==> src/rtl/wrapping_counter.sv <==
// Modulo-RANGE up-counter used as a FIFO read or write pointer.
// Latency: count updates on the rising clock edge after clear/increment.
// Backpressure: none; the caller gates increment.
module wrapping_counter #(
  parameter int RANGE = 4
) (
  input  logic                     clock,
  input  logic                     resetn,
  input  logic                     clear,
  input  logic                     increment,
  output logic [$clog2(RANGE)-1:0] count
);

  localparam int CW = $clog2(RANGE);
  localparam logic [CW-1:0] LAST = CW'(RANGE - 1);

  // Clear wins over increment; wrap from RANGE-1 back to 0 for any RANGE.
  always_ff @(posedge clock or negedge resetn) begin
    if (!resetn) begin
      count <= '0;
    end else if (clear) begin
      count <= '0;
    end else if (increment) begin
      count <= (count == LAST) ? '0 : count + 1'b1;
    end
  end

endmodule

==> src/rtl/advanced_fifo.sv <==
// Synchronous first-word fall-through FIFO with flush, watermarks and error pulses.
// Latency: a written word is visible on read_data one cycle after the write edge.
// Backpressure: writes while full are dropped (write_miss), reads while empty are ignored (read_error).
module advanced_fifo #(
  parameter int WIDTH = 8,
  parameter int DEPTH = 4
) (
  input  logic                         clock,
  input  logic                         resetn,
  input  logic                         flush,
  input  logic                         write_enable,
  input  logic [WIDTH-1:0]             write_data,
  output logic                         write_miss,
  output logic                         full,
  input  logic                         read_enable,
  output logic [WIDTH-1:0]             read_data,
  output logic                         read_error,
  output logic                         empty,
  output logic [$clog2(DEPTH+1)-1:0]   level,
  input  logic [$clog2(DEPTH+1)-1:0]   lower_threshold,
  input  logic [$clog2(DEPTH+1)-1:0]   upper_threshold,
  output logic                         lower_threshold_status,
  output logic                         upper_threshold_status
);

  localparam int LEVEL_WIDTH = $clog2(DEPTH + 1);
  localparam int PTR_WIDTH   = $clog2(DEPTH);
  localparam logic [LEVEL_WIDTH-1:0] LEVEL_MAX = LEVEL_WIDTH'(DEPTH);

  logic [WIDTH-1:0]     mem [DEPTH];
  logic [PTR_WIDTH-1:0] wr_ptr;
  logic [PTR_WIDTH-1:0] rd_ptr;
  logic                 wr_accept;
  logic                 rd_accept;

  // Status flags depend only on the registered level, never on inputs.
  assign full  = (level == LEVEL_MAX);
  assign empty = (level == '0);

  // Flush overrides both ports; a read in the same cycle never makes room for a write.
  assign wr_accept = write_enable && !full  && !flush;
  assign rd_accept = read_enable  && !empty && !flush;

  assign read_data = mem[rd_ptr];

  assign lower_threshold_status = (level <= lower_threshold);
  assign upper_threshold_status = (level >= upper_threshold);

  wrapping_counter #(.RANGE(DEPTH)) u_wr_ptr (
    .clock     (clock),
    .resetn    (resetn),
    .clear     (flush),
    .increment (wr_accept),
    .count     (wr_ptr)
  );

  wrapping_counter #(.RANGE(DEPTH)) u_rd_ptr (
    .clock     (clock),
    .resetn    (resetn),
    .clear     (flush),
    .increment (rd_accept),
    .count     (rd_ptr)
  );

  // Storage is deliberately not reset; level alone marks which entries are valid.
  always_ff @(posedge clock) begin
    if (wr_accept) begin
      mem[wr_ptr] <= write_data;
    end
  end

  // Occupancy tracks accepted pushes and pops; flush empties immediately.
  always_ff @(posedge clock or negedge resetn) begin
    if (!resetn) begin
      level <= '0;
    end else if (flush) begin
      level <= '0;
    end else if (wr_accept && !rd_accept) begin
      level <= level + 1'b1;
    end else if (rd_accept && !wr_accept) begin
      level <= level - 1'b1;
    end
  end

  // One-cycle pulses reporting a dropped write or an empty read from the previous cycle.
  always_ff @(posedge clock or negedge resetn) begin
    if (!resetn) begin
      write_miss <= 1'b0;
      read_error <= 1'b0;
    end else begin
      write_miss <= write_enable && full  && !flush;
      read_error <= read_enable  && empty && !flush;
    end
  end

endmodule

==> config.mk <==
export PLATFORM = sky130hd
export DESIGN_NAME = advanced_fifo
export DESIGN_NICKNAME = d
export VERILOG_FILES = /design/src/rtl/wrapping_counter.sv /design/src/rtl/advanced_fifo.sv
export SDC_FILE = /design/constraint.sdc
export NUM_CORES = 1
export LEC_CHECK = 0
export ABC_AREA = 1
export BUFFER_PORTS_ARGS = -buffer_cell sky130_fd_sc_hd__buf_2
export CAP_MARGIN = 15
export CORE_UTILIZATION = 49
export DETAILED_ROUTE_END_ITERATION = 12
export PLACE_DENSITY_LB_ADDON = 0.1
export SKIP_LAST_GASP = 1
export SLEW_MARGIN = 30
export SYNTH_ARGS = -nofsm -noshare
export SYNTH_HDL_FRONTEND = slang
export SYNTH_SLANG_ARGS = --single-unit
==> constraint.sdc <==
create_clock -name clock -period 1.85 [get_ports clock]
set_clock_uncertainty 0.15 [all_clocks]
set_input_delay 0 -clock clock [delete_from_list [all_inputs] [get_ports clock]]
set_output_delay 0 -clock clock [all_outputs]
set_load 0.01 [all_outputs]
# [Yosys cells after proc, flatten, opt, wreduce, memory -nomap -nowiden]
# Memories as Yosys holds them, arrays and structs flattened.
# Index checks and enable logic that the tools add are counted.
[totals] mem_bits_rw=32 memories=1 in_bits=19 register_bits=9 out_inout_bits=17
[op_classes] magnitude_cmp=2 n_eq_ne=3 muxes=11 reduce_logical=19 add_sub_neg=4
[mem_list] name="mem" depth=4 word_bits=8 read_ports=1 rd_ports_with_merged_regs=0 wr=1 line_no="advanced_fifo.sv:30" text="logic [WIDTH-1:0] mem [DEPTH];"
[op_table] operator="$mux 2" n=6
[op_table] operator="$logic_and 1x1->1" n=10
[op_table] operator="$mux 3" n=3
[op_table] operator="$logic_not 1->1" n=5
[op_table] operator="$add 2x1->2 const B" n=2
[op_table] operator="$eq 2x2->1 const B" n=2
[op_table] operator="$reduce_bool 2->1" n=2
[op_table] operator="$add 3x1->3 const B" n=1
[op_table] operator="$eq 3x3->1 const B" n=1
[op_table] operator="$ge 3x3->1" n=1
[op_table] operator="$le 3x3->1" n=1
[op_table] operator="$logic_not 3->1" n=1
[op_table] operator="$reduce_bool 3->1" n=1
[op_table] operator="$sub 3x1->3 const B" n=1
[op_table] operator="$mux 1" n=2

# [Longest topological paths before layout]
# Gate-level depths: netlist (run 1).
[depth] depth_word=9 depth_mapped=12 mapped_depth_nobuf=12

# [Cells and area by module]
# Synthesis (run 1) repeated with hierarchy kept, for this count alone.
[hier_totals] hier_cells=169 hier_area_um2=1865.5
[modules_own_cells] module="advanced_fifo" area_per_inst_um2=1662.8 cells_per_inst=145 n_inst=1
[modules_own_cells] module="wrapping_counter" area_per_inst_um2=101.3 cells_per_inst=12 n_inst=2

# [Worst setup path before layout (run 1)]
# OpenSTA, ideal clock, no wires.
[synth_path] path_kind="register to register" startpoint="register level[2]" endpoint="register level[2]" period_less_slack_ns=1.953 path_stages_with_launch=13 t_required_ns=1.583 t_arrival_ns=1.686 path_slack_ns=-0.103 setup_ns=0.117 cell_sequence="dfrtp_1 > inv_1 > nand2_2 > nand2_2 > nand2_2 > inv_1 > fa_1 > xnor2_1 > inv_1 > nand2_1 > nand2_1 > nand3_1 > nand2_1"
[synth_between] elab_chain_cells=8
[synth_rtl] element="from (decl)" line_no="advanced_fifo.sv:19" text="output logic [$clog2(DEPTH+1)-1:0] level,"
[synth_rtl] element="from (signal assigned)" line_no="advanced_fifo.sv:79" text="level <= level + 1'b1;"
[synth_rtl] element="from (signal assigned)" line_no="advanced_fifo.sv:81" text="level <= level - 1'b1;"
[synth_rtl] element="parallel branches: the longest is 8 deep, another holds $sub 3x1->3"
# Several ways; the timed one is not identified. The select of a mux whose other input is x is not followed.
# A chain may end at the register's enable or synchronous reset.

# [Worst setup path after layout (run 1)]
[layout_path] startpoint="register level[1]" endpoint="register level[2]"
# Same word-level chain as after synthesis.

==> results of run 1 <==
[cell families (layout without fill, tap and decap cells)]
group | Yosys count | count (layout) | synth area share [%]
xor gates and xnor gates | 1 | 1 | 0.463
buffers and inverters | 25 | 96 | 5.10
DFF | 41 | 41 | 62.7
and+or+nand+nor | 56 | 56 | 13.4
adders and majority gates | 12 | 12 | 8.34
AOI/OAI and AO/OA | 34 | 34 | 9.99
[through the flow]
step | TNS, ns | setup slack [ns] | power, mW | cell area, um^2
after floorplan | -0.0271 | -0.0271 | 1.90 | 1900
after detailed placement | -0.00522 | -0.00522 | 2.35 | 2220
after global placement | 0 | 0.0610 | 2.30 | 2220
final | 0 | 0.0369 | 3.07 | 2520
after CTS | 0 | 0.0110 | 3.10 | 2510
after global routing | -0.0902 | -0.0902 | 3.31 | 2520
[layout make-up]
cell class                      count  share of cell area, %
Sequential cell                    41                   47.1
Multi-Input combinational cell    103                   25.1
Timing Repair Buffer               66                   17.7
Inverter                           22                   3.27
Clock buffer                        6                   2.88
Tap cell                           48                   2.38
Clock inverter                      2                   1.54
[metal layers]
metal  global-route usage [%]  vias to the layer above
met5                        0                        -
met4                     8.33                        0
met3                     3.93                        4
met2                     34.6                       27
met1                     26.0                      635
li1                         -                      721
[path summary, 6_finish.rpt]
path,end,slack [ns],depth (start not counted)
min in group asynchronous,level[1]$_DFFE_PN0P_,0.58,3
min,lower_threshold_status,0.27,5
min reg2reg,u_wr_ptr.count[1]$_DFFE_PN0P_,0.47,2
max in group asynchronous,level[2]$_DFFE_PN0P_,0.63,3
max reg2reg,level[2]$_DFFE_PN0P_,0.04,11
max,level[2]$_DFFE_PN0P_,0.04,11
[power by group through the flow]
| stage | combinational [mW] | sequential (mW) | clock (mW) |
|---|---|---|---|
| final | 1.21 | 1.18 | 0.690 |
| after global routing | 1.37 | 1.19 | 0.748 |
| after CTS | 1.21 | 1.18 | 0.714 |
| after detailed placement | 1.16 | 1.19 | 0 |
| after global placement | 1.12 | 1.19 | 0 |
| after floorplan | 0.698 | 1.20 | 0 |
[sequential cells by signal (all words and copies together), names as in the netlist]
register and count:
mem 32, read_error 1, level 3, write_miss 1, u_rd_ptr.count 2, u_wr_ptr.count 2
[synth_stat cells, types with 2 or more instances]
| master | n | share of area [%] |
|---|---|---|
| a21oi_1 | 2 | 0.53 |
| buf_2 | 2 | 0.53 |
| dfrtp_1 | 9 | 12 |
| edfxtp_1 | 32 | 51 |
| ha_1 | 11 | 7.3 |
| inv_1 | 19 | 3.8 |
| inv_2 | 3 | 0.60 |
| nand2_1 | 15 | 3.0 |
| nand2_2 | 6 | 2.0 |
| nand3_1 | 8 | 2.1 |
| nor2_1 | 23 | 4.6 |
| o21ai_0 | 15 | 4.0 |
| o21ai_1 | 6 | 1.6 |
| o22ai_1 | 8 | 2.6 |
[timing repair]
action | in CTS | in global routing
setup endpoints to repair | 1 | 4
buffers inserted | 0 | 2
hold buffers | 17 | 0
pin swaps | 0 | 6
gates resized for setup | 1 | 5
hold endpoints to repair | 48 | 0
[critical path, delay by kind of cell, from the launching register on]
family | cells | cell delay [ns]
adders and majority gates | 1 | 0.37
xor gates and xnor gates | 1 | 0.15
AOI/OAI and AO/OA | 1 | 0.08
buffers and inverters | 2 | 0.11
and+or+nand+nor | 6 | 0.43
DFF | 1 | 0.41
==> results.json, run 1 <==
{
  "dpl.hpwl_mm": 2.56,
  "switching_share_pct": 34.0,
  "worstMarginPinSlew_ns": 0.465,
  "die_w_um": 64.1,
  "multiInputGateArea_um2": 634,
  "fin_crit_ns": 1.81,
  "cts_root_buf": "clkbuf_8",
  "antenna_found_initial": 0,
  "gp_congestion": 0.842,
  "hp-start": "lower_threshold[0]",
  "dr_wl_met2_mm": 1.84,
  "cap_violations": 0,
  "grt_max_degree": 17,
  "core_area_mm2": 0.00369,
  "final_common_cell": "buf_2",
  "diodes": 0,
  "postSynthCellCount": 169,
  "relSlewSlack_pct": 68.9,
  "cts_buffer_depth": 2,
  "intPower_mw": 2.03,
  "wl_met1_mm": 1.67,
  "worstPathRequired_ns": 1.88,
  "crit_chain": "nor2_4 > a21oi_2 > nand2_2 > inv_2 > fa_2 > xnor2_2 > inv_1 > nand2_1 > nand2_1 > nand3_1 > nand2_1",
  "end_kind": "flip-flop",
  "synth_edf_count": 32,
  "htree_levels": 2,
  "pwr-share-comb_pct": 39.2,
  "drive_above_1_share_pct": 31.7,
  "grt.total_usage_pct": 20.5,
  "layout_common_cells": "buf_2 (35), edfxtp_1 (32), nor2_1 (22)",
  "clock_latency_ns": 0.28,
  "initial_core_util_pct": 51.3,
  "grt_pass1_wl_mm": 6.17,
  "syn_nets": 200,
  "drtAntennaViolNets": 0,
  "drt_iter0_drc": 38,
  "grt_remaining_overflow": 0,
  "area_delta_synth_final_pct": 33.5,
  "yosysSeqAreaShare_pct": 62.7,
  "reg2reg_from": "level[1]$_DFFE_PN0P_",
  "drc_errors": 0,
  "status": "finished clean",
  "numClockSinks": 41,
  "grt_setup_unrepaired": "yes",
  "die_height_um": 64.1,
  "p_per_area_mw_per_mm2": 1220,
  "hp-class": "in -> out",
  "hold-worst-slack_ns": 0.270,
  "post-place-cells": 262,
  "synth.cell_area_mm2": 0.00189,
  "nets": 270,
  "pwr-share-seq_pct": 38.3,
  "cpMostUsedCell": "nand2_1",
  "critPathLaunchType": "flip-flop",
  "clkTransAtPathRegs_ns": 0.08,
  "ios": 36,
  "num-fill-cells": 291,
  "highest_layer": "met4",
  "fin_crit_sh_pct": 98.0,
  "slowest_stage": "dfrtp_1",
  "finalHoldViolations": 0,
  "ys_types": 24,
  "ys_ff_latch": 41,
  "final_max_slew_viol_count": 0,
  "rows": 22,
  "ir_drop_uv": 691,
  "fmaxAchievable_mhz": 552,
  "regArea_mm2": 0.00119,
  "setup_violations": 0,
  "worstSetupPathType": "reg -> reg",
  "power.switching_mw": 1.05,
  "vias_per_cell": 4.82,
  "port_buffers": 35,
  "p_leak_nw": 1.12,
  "vias": 1387,
  "numCtsBuffers": 5,
  "first_global_vias": 1392,
  "cp.arrival_ns": 1.84,
  "crit_path_max_fanout": 3,
  "yosysWarnings": 0,
  "first_pass_iters": 4,
  "wl_per_cell_um": 12.8,
  "p_clk_share_pct": 22.5,
  "slowest_delay_ns": 0.41,
  "fin_util_pct": 68.4,
  "layoutNonFillerInstCount": 288,
  "cts_tree": "built",
  "routed_wl_mm": 3.67,
  "ys_async_sr_fraction_pct": 22.0,
  "crit_path_start": "level[1]$_DFFE_PN0P_",
  "dieArea_mm2": 0.00411,
  "ys.flop_type": "edfxtp_1",
  "syn_area_per_cell_um2": 11.2,
  "met3_length_um": 119
}
No activity file was read; power rests on OpenSTA's default activity.
==> run 2, diff against run 1 <==
--- a/config.mk
+++ b/config.mk
@@ -15,4 +15,5 @@
 export SLEW_MARGIN = 30
 export SYNTH_ARGS = -nofsm -noshare
 export SYNTH_HDL_FRONTEND = slang
+export SYNTH_HIERARCHICAL = 1
 export SYNTH_SLANG_ARGS = --single-unit
==> run 2 against run 1 <==
Effect of this change:
- cell area is 0.20% lower
- sequential share of layout area is 0.14 points higher
- clock power is 1% lower
- via count is 7.2% higher
- routed wire length is 3.3% higher
- sequential power is 6% lower
- clock-buffer cell count stayed put
- combinational power is 26% lower
- register-to-register slack hardly changed
- cell count is 0.69% higher
- first-iteration DRC count is 5.3% higher
- flip-flop and latch count stayed put
- critical path type unchanged
- critical endpoint unchanged
==> results.json, run 2 <==
{
  "grt_remaining_overflow": 0,
  "worstSetupPathType": "reg -> reg",
  "dpl.hpwl_mm": 2.37,
  "synth.most_common_cell": "edfxtp_1",
  "crit_path_max_fanout": 4,
  "nets": 269,
  "numCtsBuffers": 5,
  "fin_crit_ns": 1.82,
  "syn_nets": 197,
  "diodes": 0,
  "drtAntennaViolNets": 0,
  "drc_errors": 0,
  "top_regs": "mem (32), level (3)",
  "initial_core_util_pct": 51.0,
  "area_delta_synth_final_pct": 35.0,
  "drive_above_1_share_pct": 28.1,
  "worstMarginPinSlew_ns": 0.437,
  "cts_root_buf": "clkbuf_8",
  "vias_per_cell": 5.13,
  "grt_pass1_wl_mm": 6.30,
  "rows": 22,
  "finalHoldViolations": 0,
  "synthTopCellsByCount": "edfxtp_1 (32), nand2_1 (23), nor2_1 (22)",
  "ys_ff_latch": 41,
  "numClockSinks": 41,
  "cp.arrival_ns": 1.85,
  "relSlewSlack_pct": 70.7,
  "p_leak_nw": 1.12,
  "grt_setup_unrepaired": "yes",
  "layout_common_cells": "buf_2 (35), edfxtp_1 (32), nand2_1 (23)",
  "first_global_vias": 1485,
  "critPathLaunchType": "flip-flop",
  "cts_buffer_depth": 2,
  "final_max_slew_viol_count": 0,
  "synth.cell_area_mm2": 0.00187,
  "yosysTopAreaCell": "edfxtp_1",
  "ir_drop_uv": 851,
  "gp_congestion": 0.736,
  "htree_levels": 2,
  "syn_area_per_cell_um2": 11.0,
  "crit_chain": "nor2_4 > a21oi_4 > nand2_2 > inv_1 > fa_2 > xor2_2 > inv_1 > nand2_1 > nand3_1 > nand2_1",
  "synth_edf_count": 32,
  "ys.flop_type": "edfxtp_1",
  "largest_reg_flops": 32,
  "final_common_cell": "buf_2",
  "die_height_um": 63.7,
  "port_buffers": 35,
  "wl_per_cell_um": 13.1,
  "worstPathRequired_ns": 1.88,
  "fin_setup_tns_ns": 0,
  "fin_crit_sh_pct": 98.3,
  "top_register": "mem",
  "ys_types": 22,
  "ios": 36,
  "vias": 1487,
  "p_per_area_mw_per_mm2": 1070,
  "slowest_stage": "dfrtp_2",
  "clkTransAtPathRegs_ns": 0.08,
  "grt_max_degree": 20,
  "drt_iter0_drc": 40,
  "hp-class": "in -> reg",
  "yosysWarnings": 6,
  "ys_async_sr_fraction_pct": 22.0,
  "cap_violations": 0,
  "setup_violations": 0,
  "cts_tree": "built",
  "core_area_mm2": 0.00366,
  "fmaxAchievable_mhz": 550,
  "synth_area_leaders": "edfxtp_1 (52%), dfrtp_1 (12%), ha_1 (5.4%)",
  "slowest_delay_ns": 0.45,
  "first_pass_iters": 6,
  "num-fill-cells": 276,
  "dieArea_mm2": 0.00406,
  "p_total_mw": 2.68,
  "postSynthCellCount": 169,
  "clock_latency_ns": 0.29,
  "routed_wl_mm": 3.80,
  "die_w_um": 63.7,
  "yosys.area.top_type_share_pct": 51.5,
  "antenna_found_initial": 0,
  "yosysSeqAreaShare_pct": 63.6,
  "end_kind": "flip-flop",
  "grt.total_usage_pct": 20.7,
  "status": "finished clean"
}
## run 2: worst paths after layout
check | start | endpoint | slack (ns) | cells after the start
max | level[0]$_DFFE_PN0P_ | level[2]$_DFFE_PN0P_ | 0.03 | 10
min in group asynchronous | resetn | write_miss$_DFF_PN0_ | 0.55 | 3
min | flush | level[1]$_DFFE_PN0P_ | 0.01 | 4
max reg2reg | level[0]$_DFFE_PN0P_ | level[2]$_DFFE_PN0P_ | 0.03 | 10
min reg2reg | u_wr_ptr/count[1]$_DFFE_PN0P_ | u_wr_ptr/count[1]$_DFFE_PN0P_ | 0.41 | 2
max in group asynchronous | resetn | level[0]$_DFFE_PN0P_ | 0.66 | 3
## run 2: area by class of cell
type                    count  area (um^2)  area share [%]
flip-flops and latches     41         1190            47.2
multi-input cells         106          623            24.7
repair buffers             67          465            18.5
inverters                  20         75.1            2.98
clock buffers               6         72.6            2.88
well taps                  48         60.1            2.38
clock inverters             2         33.8            1.34
## run 2: worst max-delay path: cells and delay by family (launching register included)
| kind | cells | cell delay (ns) |
|---|---|---|
| fa+ha+maj | 1 | 0.35 |
| compound gates | 1 | 0.09 |
| buf+inv | 2 | 0.10 |
| simple gates | 5 | 0.42 |
| flops | 1 | 0.45 |
| xor+xnor | 1 | 0.16 |
## run 2: logic make-up after synthesis
group                    count (synthesis)  share of synthesized area (%)
AND/OR/NAND/NOR                         66                           15.8
buffers and inverters                   22                           4.56
XOR/XNOR                                 1                          0.470
flip-flops                              41                           63.6
adder cells (fa/ha/maj)                  9                           6.44
AO/OA/AOI/OAI                           30                           9.12
## run 2: stage by stage
stage,hold slack (ns),std cells,area (um^2),util (%),worst slack (ns)
2_1_floorplan,-0.446,169,1870,-,-0.0443
3_3_place_gp,-0.289,258,2150,58.8,0.0719
3_5_place_dp,-0.284,258,2150,58.8,0.0177
4_1_cts,0.0180,286,2460,67.2,0.0238
5_1_grt,0.0456,290,2520,68.8,-0.0815
6_report,0.0135,290,2520,68.8,0.0314
## run 2: where the power goes
part | total, mW | internal, mW | switching [mW] | leakage [nW]
clock network | 0.683 | 0.398 | 0.285 | 0.0528
logic | 0.893 | 0.392 | 0.502 | 0.659
registers | 1.11 | 1.06 | 0.0451 | 0.408
total | 2.68 | 1.85 | 0.832 | 1.12
## run 2: metal layers
layer	track usage, %	up-vias	routed length, um
li1	-	725	-
met1	22.1	725	1550
met2	38.7	33	2090
met3	5.62	4	130
met4	7.10	0	29
met5	0	-	0
## run 2: what timing repair did
action / CTS / global route
hold buffers: 20 / 1
buffers inserted: 0 / 4
setup endpoints to repair: 0 / 5
hold endpoints to repair: 50 / 1
gates resized for setup: 0 / 6
